$ cat src/rtl/data_sync_pkg.sv
// Shared definitions for the multi-channel enable-qualified synchroniser.
// Optional build feature: DATA_SYNC_OVR_CNT_EN (per-channel overrun counters).
package data_sync_pkg;

    localparam int EN_MODE_LEVEL  = 0;
    localparam int EN_MODE_TOGGLE = 1;
    localparam int OVR_CNT_W      = 8;

    typedef enum logic [0:0] {
        INIT = 1'b0,
        RUN  = 1'b1
    } init_state_t;

    // Saturating increment for the dropped-capture counter
    function automatic logic [OVR_CNT_W-1:0] sat_inc(input logic [OVR_CNT_W-1:0] v);
        logic [OVR_CNT_W-1:0] r;
        if (v == {OVR_CNT_W{1'b1}}) begin
            r = v;
        end else begin
            r = v + {{(OVR_CNT_W-1){1'b0}}, 1'b1};
        end
        return r;
    endfunction

endpackage

$ cat src/rtl/data_sync_ch.sv
// One synchroniser channel: enable sync chain, edge qualification, holding
// register with valid/ready, acknowledge toggle and sticky overrun.
// Optional build feature: DATA_SYNC_OVR_CNT_EN adds a saturating drop counter.
module data_sync_ch
    import data_sync_pkg::*;
#(
    parameter int BUS_WIDTH  = 8,
    parameter int NUM_STAGES = 3,
    parameter int EN_MODE    = 0
) (
    input  logic                 clck,
    input  logic                 rst,
    input  logic                 run,
    input  logic                 bus_en,
    input  logic [BUS_WIDTH-1:0] unsync_bus,
    input  logic                 sync_ready,
    input  logic                 overrun_clr,
    output logic [BUS_WIDTH-1:0] sync_bus,
    output logic                 sync_valid,
    output logic                 en_pulse,
    output logic                 ack_tgl,
`ifdef DATA_SYNC_OVR_CNT_EN
    output logic [OVR_CNT_W-1:0] ovr_cnt,
`endif
    output logic                 overrun
);

    logic [NUM_STAGES-1:0] sync_r;
    logic                  hist_r;
    logic                  s_last_s;
    logic                  edge_s;
    logic                  load_s;
    logic                  drop_s;
    logic [BUS_WIDTH-1:0]  data_r;
    logic                  valid_r;
    logic                  cap_r;
    logic                  pulse_r;
    logic                  ack_r;
    logic                  ovr_r;

    assign s_last_s = sync_r[NUM_STAGES-1];

    // Enable synchroniser chain and edge-history flop
    always_ff @(posedge clck or negedge rst) begin
        if (!rst) begin
            sync_r <= {NUM_STAGES{1'b0}};
            hist_r <= 1'b0;
        end else begin
            sync_r <= {sync_r[NUM_STAGES-2:0], bus_en};
            hist_r <= s_last_s;
        end
    end

    // Qualify the edge (masked until RUN) and decide load versus drop
    always_comb begin
        edge_s = 1'b0;
        load_s = 1'b0;
        drop_s = 1'b0;
        if (!run) begin
            edge_s = 1'b0;
        end else if (EN_MODE == EN_MODE_TOGGLE) begin
            edge_s = s_last_s ^ hist_r;
        end else begin
            edge_s = s_last_s & ~hist_r;
        end
        load_s = edge_s & (~valid_r | sync_ready);
        drop_s = edge_s & valid_r & ~sync_ready;
    end

    // Holding register, valid flag, acknowledge toggle and strobe pipeline
    always_ff @(posedge clck or negedge rst) begin
        if (!rst) begin
            data_r  <= {BUS_WIDTH{1'b0}};
            valid_r <= 1'b0;
            ack_r   <= 1'b0;
            cap_r   <= 1'b0;
            pulse_r <= 1'b0;
        end else begin
            cap_r   <= load_s;
            pulse_r <= cap_r;
            if (load_s) begin
                data_r  <= unsync_bus;
                valid_r <= 1'b1;
                ack_r   <= ~ack_r;
            end else if (valid_r && sync_ready) begin
                valid_r <= 1'b0;
            end else begin
                valid_r <= valid_r;
            end
        end
    end

    // Sticky overrun: a set in the same cycle as a clear takes priority
    always_ff @(posedge clck or negedge rst) begin
        if (!rst) begin
            ovr_r <= 1'b0;
        end else if (drop_s) begin
            ovr_r <= 1'b1;
        end else if (overrun_clr) begin
            ovr_r <= 1'b0;
        end else begin
            ovr_r <= ovr_r;
        end
    end

`ifdef DATA_SYNC_OVR_CNT_EN
    logic [OVR_CNT_W-1:0] cnt_r;

    // Dropped-capture counter; a drop coinciding with a clear restarts at one
    always_ff @(posedge clck or negedge rst) begin
        if (!rst) begin
            cnt_r <= {OVR_CNT_W{1'b0}};
        end else if (drop_s && overrun_clr) begin
            cnt_r <= {{(OVR_CNT_W-1){1'b0}}, 1'b1};
        end else if (drop_s) begin
            cnt_r <= sat_inc(cnt_r);
        end else if (overrun_clr) begin
            cnt_r <= {OVR_CNT_W{1'b0}};
        end else begin
            cnt_r <= cnt_r;
        end
    end

    assign ovr_cnt = cnt_r;
`endif

    assign sync_bus   = data_r;
    assign sync_valid = valid_r;
    assign en_pulse   = pulse_r;
    assign ack_tgl    = ack_r;
    assign overrun    = ovr_r;

endmodule

$ cat src/rtl/data_sync_mc.sv
// Multi-channel enable-qualified synchroniser top: shared init FSM that masks
// edge detection until the sync chains have settled, plus NUM_CH channels.
// Optional build feature: DATA_SYNC_OVR_CNT_EN adds the ovr_cnt output.
module data_sync_mc
    import data_sync_pkg::*;
#(
    parameter int BUS_WIDTH  = 8,
    parameter int NUM_STAGES = 3,
    parameter int NUM_CH     = 2,
    parameter int EN_MODE    = 0
) (
    input  logic                          clck,
    input  logic                          rst,
    input  logic [NUM_CH*BUS_WIDTH-1:0]   unsync_bus,
    input  logic [NUM_CH-1:0]             bus_en,
    input  logic [NUM_CH-1:0]             sync_ready,
    input  logic [NUM_CH-1:0]             overrun_clr,
    output logic [NUM_CH*BUS_WIDTH-1:0]   sync_bus,
    output logic [NUM_CH-1:0]             sync_valid,
    output logic [NUM_CH-1:0]             en_pulse,
    output logic [NUM_CH-1:0]             ack_tgl,
`ifdef DATA_SYNC_OVR_CNT_EN
    output logic [NUM_CH*OVR_CNT_W-1:0]   ovr_cnt,
`endif
    output logic [NUM_CH-1:0]             overrun
);

    localparam int CNT_W = $clog2(NUM_STAGES + 1);
    localparam logic [CNT_W-1:0] CNT_LAST = CNT_W'(NUM_STAGES);

    init_state_t      state_r;
    init_state_t      state_nx;
    logic [CNT_W-1:0] cnt_r;
    logic [CNT_W-1:0] cnt_nx;
    logic             run_s;

    // Init FSM state and settle counter
    always_ff @(posedge clck or negedge rst) begin
        if (!rst) begin
            state_r <= INIT;
            cnt_r   <= {CNT_W{1'b0}};
        end else begin
            state_r <= state_nx;
            cnt_r   <= cnt_nx;
        end
    end

    // Init FSM next state: stay in INIT for NUM_STAGES+1 clocks, then RUN for good
    always_comb begin
        state_nx = state_r;
        cnt_nx   = cnt_r;
        case (state_r)
            INIT: begin
                if (cnt_r == CNT_LAST) begin
                    state_nx = RUN;
                    cnt_nx   = {CNT_W{1'b0}};
                end else begin
                    state_nx = INIT;
                    cnt_nx   = cnt_r + CNT_W'(1);
                end
            end
            RUN: begin
                state_nx = RUN;
                cnt_nx   = {CNT_W{1'b0}};
            end
            default: begin
                state_nx = INIT;
                cnt_nx   = {CNT_W{1'b0}};
            end
        endcase
    end

    assign run_s = (state_r == RUN);

    for (genvar g = 0; g < NUM_CH; g++) begin : g_ch
        data_sync_ch #(
            .BUS_WIDTH  (BUS_WIDTH),
            .NUM_STAGES (NUM_STAGES),
            .EN_MODE    (EN_MODE)
        ) u_ch (
            .clck        (clck),
            .rst         (rst),
            .run         (run_s),
            .bus_en      (bus_en[g]),
            .unsync_bus  (unsync_bus[g*BUS_WIDTH +: BUS_WIDTH]),
            .sync_ready  (sync_ready[g]),
            .overrun_clr (overrun_clr[g]),
            .sync_bus    (sync_bus[g*BUS_WIDTH +: BUS_WIDTH]),
            .sync_valid  (sync_valid[g]),
            .en_pulse    (en_pulse[g]),
            .ack_tgl     (ack_tgl[g]),
`ifdef DATA_SYNC_OVR_CNT_EN
            .ovr_cnt     (ovr_cnt[g*OVR_CNT_W +: OVR_CNT_W]),
`endif
            .overrun     (overrun[g])
        );
    end

endmodule
$ cat config.mk
export PLATFORM = sky130hd
export DESIGN_NAME = data_sync_mc
export DESIGN_NICKNAME = d
export VERILOG_FILES = /design/src/rtl/data_sync_pkg.sv /design/src/rtl/data_sync_ch.sv /design/src/rtl/data_sync_mc.sv
export SDC_FILE = /design/constraint.sdc
export NUM_CORES = 1
export LEC_CHECK = 0
export BUFFER_PORTS_ARGS = -buffer_cell sky130_fd_sc_hd__buf_2
export CAP_MARGIN = 20
export CORE_UTILIZATION = 30
export CTS_CLUSTER_DIAMETER = 150
export CTS_CLUSTER_SIZE = 30
export DETAILED_ROUTE_END_ITERATION = 6
export HOLD_SLACK_MARGIN = 0.12
export SYNTH_ARGS = -nofsm -noshare
export SYNTH_HDL_FRONTEND = slang
export SYNTH_SLANG_ARGS = --single-unit
$ cat constraint.sdc
create_clock -name clck -period 2.1 [get_ports clck]
set_input_delay 0.21 -clock clck [delete_from_list [all_inputs] [get_ports clck]]
set_output_delay 0.21 -clock clck [all_outputs]
set_load 0.02 [all_outputs]
* After elaboration in Yosys (flattened, before gate mapping)
Cells that the tools add are included.
Word-level totals: flip-flop bits (word level) 37, latch bits 0, bits in writable memories 0, memory bits (read-only) 0, bits of input ports 24, output and inout port bits 24, memories kept 0
Operators by class: add/sub/neg operators 1, multiply operators 0, divide/modulo/power cells 0, magnitude comparators 0, equal/unequal tests 1, shifts and indexed selects 0, muxes and demuxes 14, bitwise logic cells 19, reduce and logical (&&, ||, !) cells 6
Operator list (count):
- 1-bit two-way mux | 11
- 1-bit inverter | 9
- 1-bit bitwise AND | 8
- 2-bit nonzero test | 4
- 2-bit case mux with 2 select lines | 1
- 2-bit by 1-bit adder with 2-bit output (second input constant) | 1
- 2-bit equality test (second input constant) | 1
- 1-bit logical AND | 2
- 2-bit two-way mux | 1
- 1-bit OR | 2
- 1-bit case mux with 2 select lines | 1

* Logic depth before layout (Yosys ltp)
depth after elaboration 6, mapped depth 4, gate-level depth less buffers 3

* Hierarchy
Synthesis repeated with hierarchy kept, for this count alone.
Unflattened totals: cell total of the unflattened synthesis 73, area, all modules 1376.3 um2
By module, submodules not included:
- data_sync_ch | instances 2, cells an instance 33, area an instance 635.6 um2
- data_sync_mc | instances 1, cells an instance 7, area an instance 105.1 um2

* Worst setup path before layout
OpenSTA, ideal clock, no wires.
kind flip-flop to flip-flop, start reg g_ch[0].u_ch.hist_r, end reg g_ch[0].u_ch.data_r[0], setup time 0.125 ns, arrival time 1.133 ns, data required time 1.975 ns, path slack 0.842 ns, cell stages (with the launch flop) 5, buffers on the path 1, period minus slack after synthesis 1.258 ns, path through dfrtp_1 nand3b_2 nor2b_4 buf_12 mux2_4
Between the ends: cells in the longest elaborated chain, start to end 4
Ends and longest elaborated chain:
- start, declared | line data_sync_ch.sv:29 | logic hist_r;
- start signal, assigned | line data_sync_ch.sv:50 | hist_r <= s_last_s;
- 1-bit inverter | line data_sync_ch.sv:64 | edge_s = s_last_s & ~hist_r;
- 1-bit bitwise AND | line data_sync_ch.sv:64
- 1-bit two-way mux | line data_sync_ch.sv:59 | if (!run) begin
- 1-bit bitwise AND | line data_sync_ch.sv:66 | load_s = edge_s & (~valid_r | sync_ready);
- net g_ch[0].u_ch.load_s | line data_sync_ch.sv:32 | logic load_s;
- end signal, assigned | line data_sync_ch.sv:73 | data_r <= {BUS_WIDTH{1'b0}};
- end signal, assigned | line data_sync_ch.sv:82 | data_r <= unsync_bus;
- end, declared | line data_sync_ch.sv:34 | logic [BUS_WIDTH-1:0] data_r;
The timed path passes the listed nets, and every way through them passes these cells. A chain may end at the register's enable or synchronous reset.

* Worst setup path in the final report
start reg g_ch[0].u_ch.hist_r, end reg g_ch[0].u_ch.data_r[4]
Between the ends: cells in the longest elaborated chain, start to end 4
Ends and longest elaborated chain (line):
- 1-bit inverter | data_sync_ch.sv:64
- 1-bit bitwise AND | data_sync_ch.sv:64
- 1-bit two-way mux | data_sync_ch.sv:59
- 1-bit bitwise AND | data_sync_ch.sv:66
Every way passes these cells.

==> results_dict.tcl <==
set metrics [dict create \
    outcome "finished, final reports clean" \
    antenna_found_initial 0 \
    drc 0 \
    hold_slack_ns 0.1508 \
    leakagePower_nw 0.9381 \
    die_w_um 70.80 \
    path_cells "nand3b_2 -> nor2b_4 -> mux2_4" \
    io_pins 48 \
    powerDensity_nw_per_um2 1076 \
    vias_per_cell 4.224 \
    crit_path_start_kind "flop" \
    r2r_slack_ns 0.69 \
    hold_start "unsync_bus[12]" \
    power_mw 1.942 \
    timing.final.crit_share 0.6734 \
    cts_resized 0 \
    root_buffer "clkbuf_8" \
    synthFlopType "dfrtp_1" \
    worstSetupStartpoint "g_ch[0].u_ch.hist_r" \
    cts_max_path_buffers 2 \
    clk_pin_slew_worst_paths_ns 0.07 \
    report.final.hold_viol_count 0 \
    cts_buffers 5 \
    yosysMostFrequentCell "dfrtp_1" \
    num_antenna_cells 0 \
    final.min_clock_period_ns 1.414 \
    synth_compound_area_frac 0.008811 \
    die-area_sq_um 5013 \
    min-delay-path-class "input port to flop" \
    place_congestion 0.6391 \
    ys_ff_latch 37 \
    area_growth_pct 27.05 \
    layout-drive-gt1-share 0.6031 \
    relSlewSlack 0.4668 \
    htree_num_levels 2 \
    cts_hold_buf 5 \
    maxSlewViolCount 0 \
    wl_um 2216 \
    synth-seq-area-share 0.6520 \
    yosysTopAreaCellShare 0.6520 \
    path_delay_family "simple AND/OR/NAND/NOR gates" \
    synth_area_sq_um 1420 \
    seqCellArea_sq_um 925.9 \
    synth.distinct_cells 15 \
    synth-async-reset-ratio 1.000 \
    endpoint "g_ch[0].u_ch.sync_bus[4]" \
    path_max_fanout 10 \
    cp.depth 3 \
    synthCells 81 \
    synthXorXnorAreaFrac 0.01233 \
    post_cts_buffers 0 \
    cts_tree "yes" \
    synth_top_family_by_area "multiplexers" \
    wl_per_cell_um 12.11 \
    clock_latency_ns 0.28 \
    numClockSinks 37 \
    grt_use_total 0.1009 \
    grt_max_degree 38 \
    synthMuxAreaShare 0.1692 \
    crit_arrival_ns 1.58 \
    reg2reg_depth 3 \
    rows 24 \
    clock_skew_ns 0.005644 \
    via_count 773 \
    cpMaxStageDelayCell "nor2b_4" \
    core_sq_um 4444 \
    ys_top_cells_by_count "dfrtp_1 (37), mux2_4 (16), buf_4 (8)" \
    worst-path-buf-inv 0 \
    grt_pass1_wl_um 3774 \
    r2r-start "g_ch[0].u_ch.hist_r" \
    first_pass_iters 7 \
    initial_utilization 0.3195 \
    ant_nets 0 \
    nNetsFinal 155 \
    worstReg2RegEnd "g_ch[0].u_ch.sync_bus[4]" \
    die_h_um 70.80 \
    critPathMaxStageDelay_ns 0.37 \
    numPortBuffers 47 \
    synth_edf_count 0 \
    design_area_sq_um 1804 \
    drv_cap 0 \
    syn-num-nets 106 \
    max_freq_ghz 0.7072 \
    synth-simple-area-share 0.07313 \
    multiInputGateArea_sq_um 386.6 \
    worstSetupPathType "flop to flop" \
    setup_viol 0 \
    placed_area_sq_um 1620 \
    ir_drop_mv 0.3844 \
    tightest_slew_ns 0.7998 \
    dpl.hpwl_um 1522 \
    grt_overflow_total 0 \
    synthAdderAreaFrac 0.008811 \
    end_kind "flop" \
    synth_top_cell_by_area "dfrtp_1" \
    rsz0062_at_grt "no" \
    nFillCells 427 \
    crit_required_ns 2.27 \
    tns_ns 0 \
    first_global_vias 775 \
    yosysWarningCount 0 \
    drt_iter0_drc 41 \
    synth_top_cells_by_area "dfrtp_1 (65%), mux2_4 (17%), buf_4 (4.2%), buf_12 (2.8%), nand2b_4 (1.9%)" \
    avgSynthCellArea_sq_um 17.53 \
]
==> cell usage in the layout (no fill, tap or decap), types with 2 or more instances in the layout <==
| master | Yosys | final |
|---|---|---|
| dlygate4sd3_1 | 0 | 5 |
| nand3b_2 | 2 | 2 |
| o22ai_1 | 2 | 2 |
| nor2b_4 | 2 | 2 |
| buf_2 | 0 | 47 |
| mux2_4 | 16 | 16 |
| clkbuf_8 | 0 | 5 |
| nand2_1 | 2 | 2 |
| bufinv_16 | 0 | 2 |
| inv_1 | 2 | 2 |
| dfrtp_1 | 37 | 37 |
| nand2b_4 | 2 | 2 |
| xor2_1 | 2 | 2 |
==> how the worst min path moves through the flow <==
| stage | end | slack, ns | depth (start not counted) |
|---|---|---|---|
| finish | g_ch[1].u_ch.sync_bus[4] | 0.15 | 2 |
| global placement | g_ch[1].u_ch.sync_r[0] | 0.32 | 1 |
| floorplan | cnt_r[0] | -0.09 | 0 |
| detailed placement | g_ch[1].u_ch.sync_r[0] | 0.32 | 1 |
| global route | g_ch[0].u_ch.sync_bus[0] | 0.14 | 2 |
| CTS | g_ch[1].u_ch.sync_bus[4] | 0.14 | 2 |
==> metal layers <==
| metal | GRT usage | vias up | share of wire |
|---|---|---|---|
| met5 | 0 | - | 0 |
| met4 | 0.04000 | 0 | 0 |
| met3 | 0.04701 | 0 | 0.077 |
| met2 | 0.1442 | 42 | 0.46 |
| met1 | 0.1328 | 379 | 0.46 |
| li1 | - | 352 | - |
==> state kept, by name (all words and copies together), names as in the netlist <==
register	flops
g_ch.u_ch.sync_bus	16
g_ch.u_ch.sync_r	6
cnt_r	2
g_ch.u_ch.ack_tgl	2
g_ch.u_ch.cap_r	2
g_ch.u_ch.en_pulse	2
g_ch.u_ch.hist_r	2
g_ch.u_ch.overrun	2
g_ch.u_ch.sync_valid	2
run_s	1
==> kinds of logic (layout without fill, tap and decap cells) <==
group / after synthesis / count (layout)
compound gates: 2 / 2
xor+xnor: 2 / 2
fa+ha+maj: 1 / 1
buf+inv: 12 / 62
flops: 37 / 37
mux: 16 / 16
simple gates: 11 / 11
==> metrics by stage <==
step	std cells	utilization	worst slack, ns
detailed placement	170	0.3646	0.6601
floorplan	81	-	0.8422
CTS	183	0.4060	0.6638
global route	183	0.4060	0.6134
global placement	170	0.3646	0.7024
finish	183	0.4060	0.6859
==> power breakdown <==
| group | leakage (nW) | switching, mW | internal [mW] | total (mW) |
|---|---|---|---|---|
| sequential | 0.444 | 0.0536 | 0.807 | 0.860 |
| combinational | 0.426 | 0.192 | 0.175 | 0.367 |
| clock | 0.0681 | 0.243 | 0.472 | 0.715 |
| total | 0.938 | 0.489 | 1.45 | 1.94 |
==> area by class of cell <==
type | instances | area share
Multi-Input combinational cell | 32 | 0.2143
Clock inverter | 3 | 0.03606
Sequential cell | 37 | 0.5132
Inverter | 2 | 0.004161
Clock buffer | 5 | 0.03814
Tap cell | 52 | 0.03606
Timing Repair Buffer | 52 | 0.1581
(Power assumes the default switching activity.)
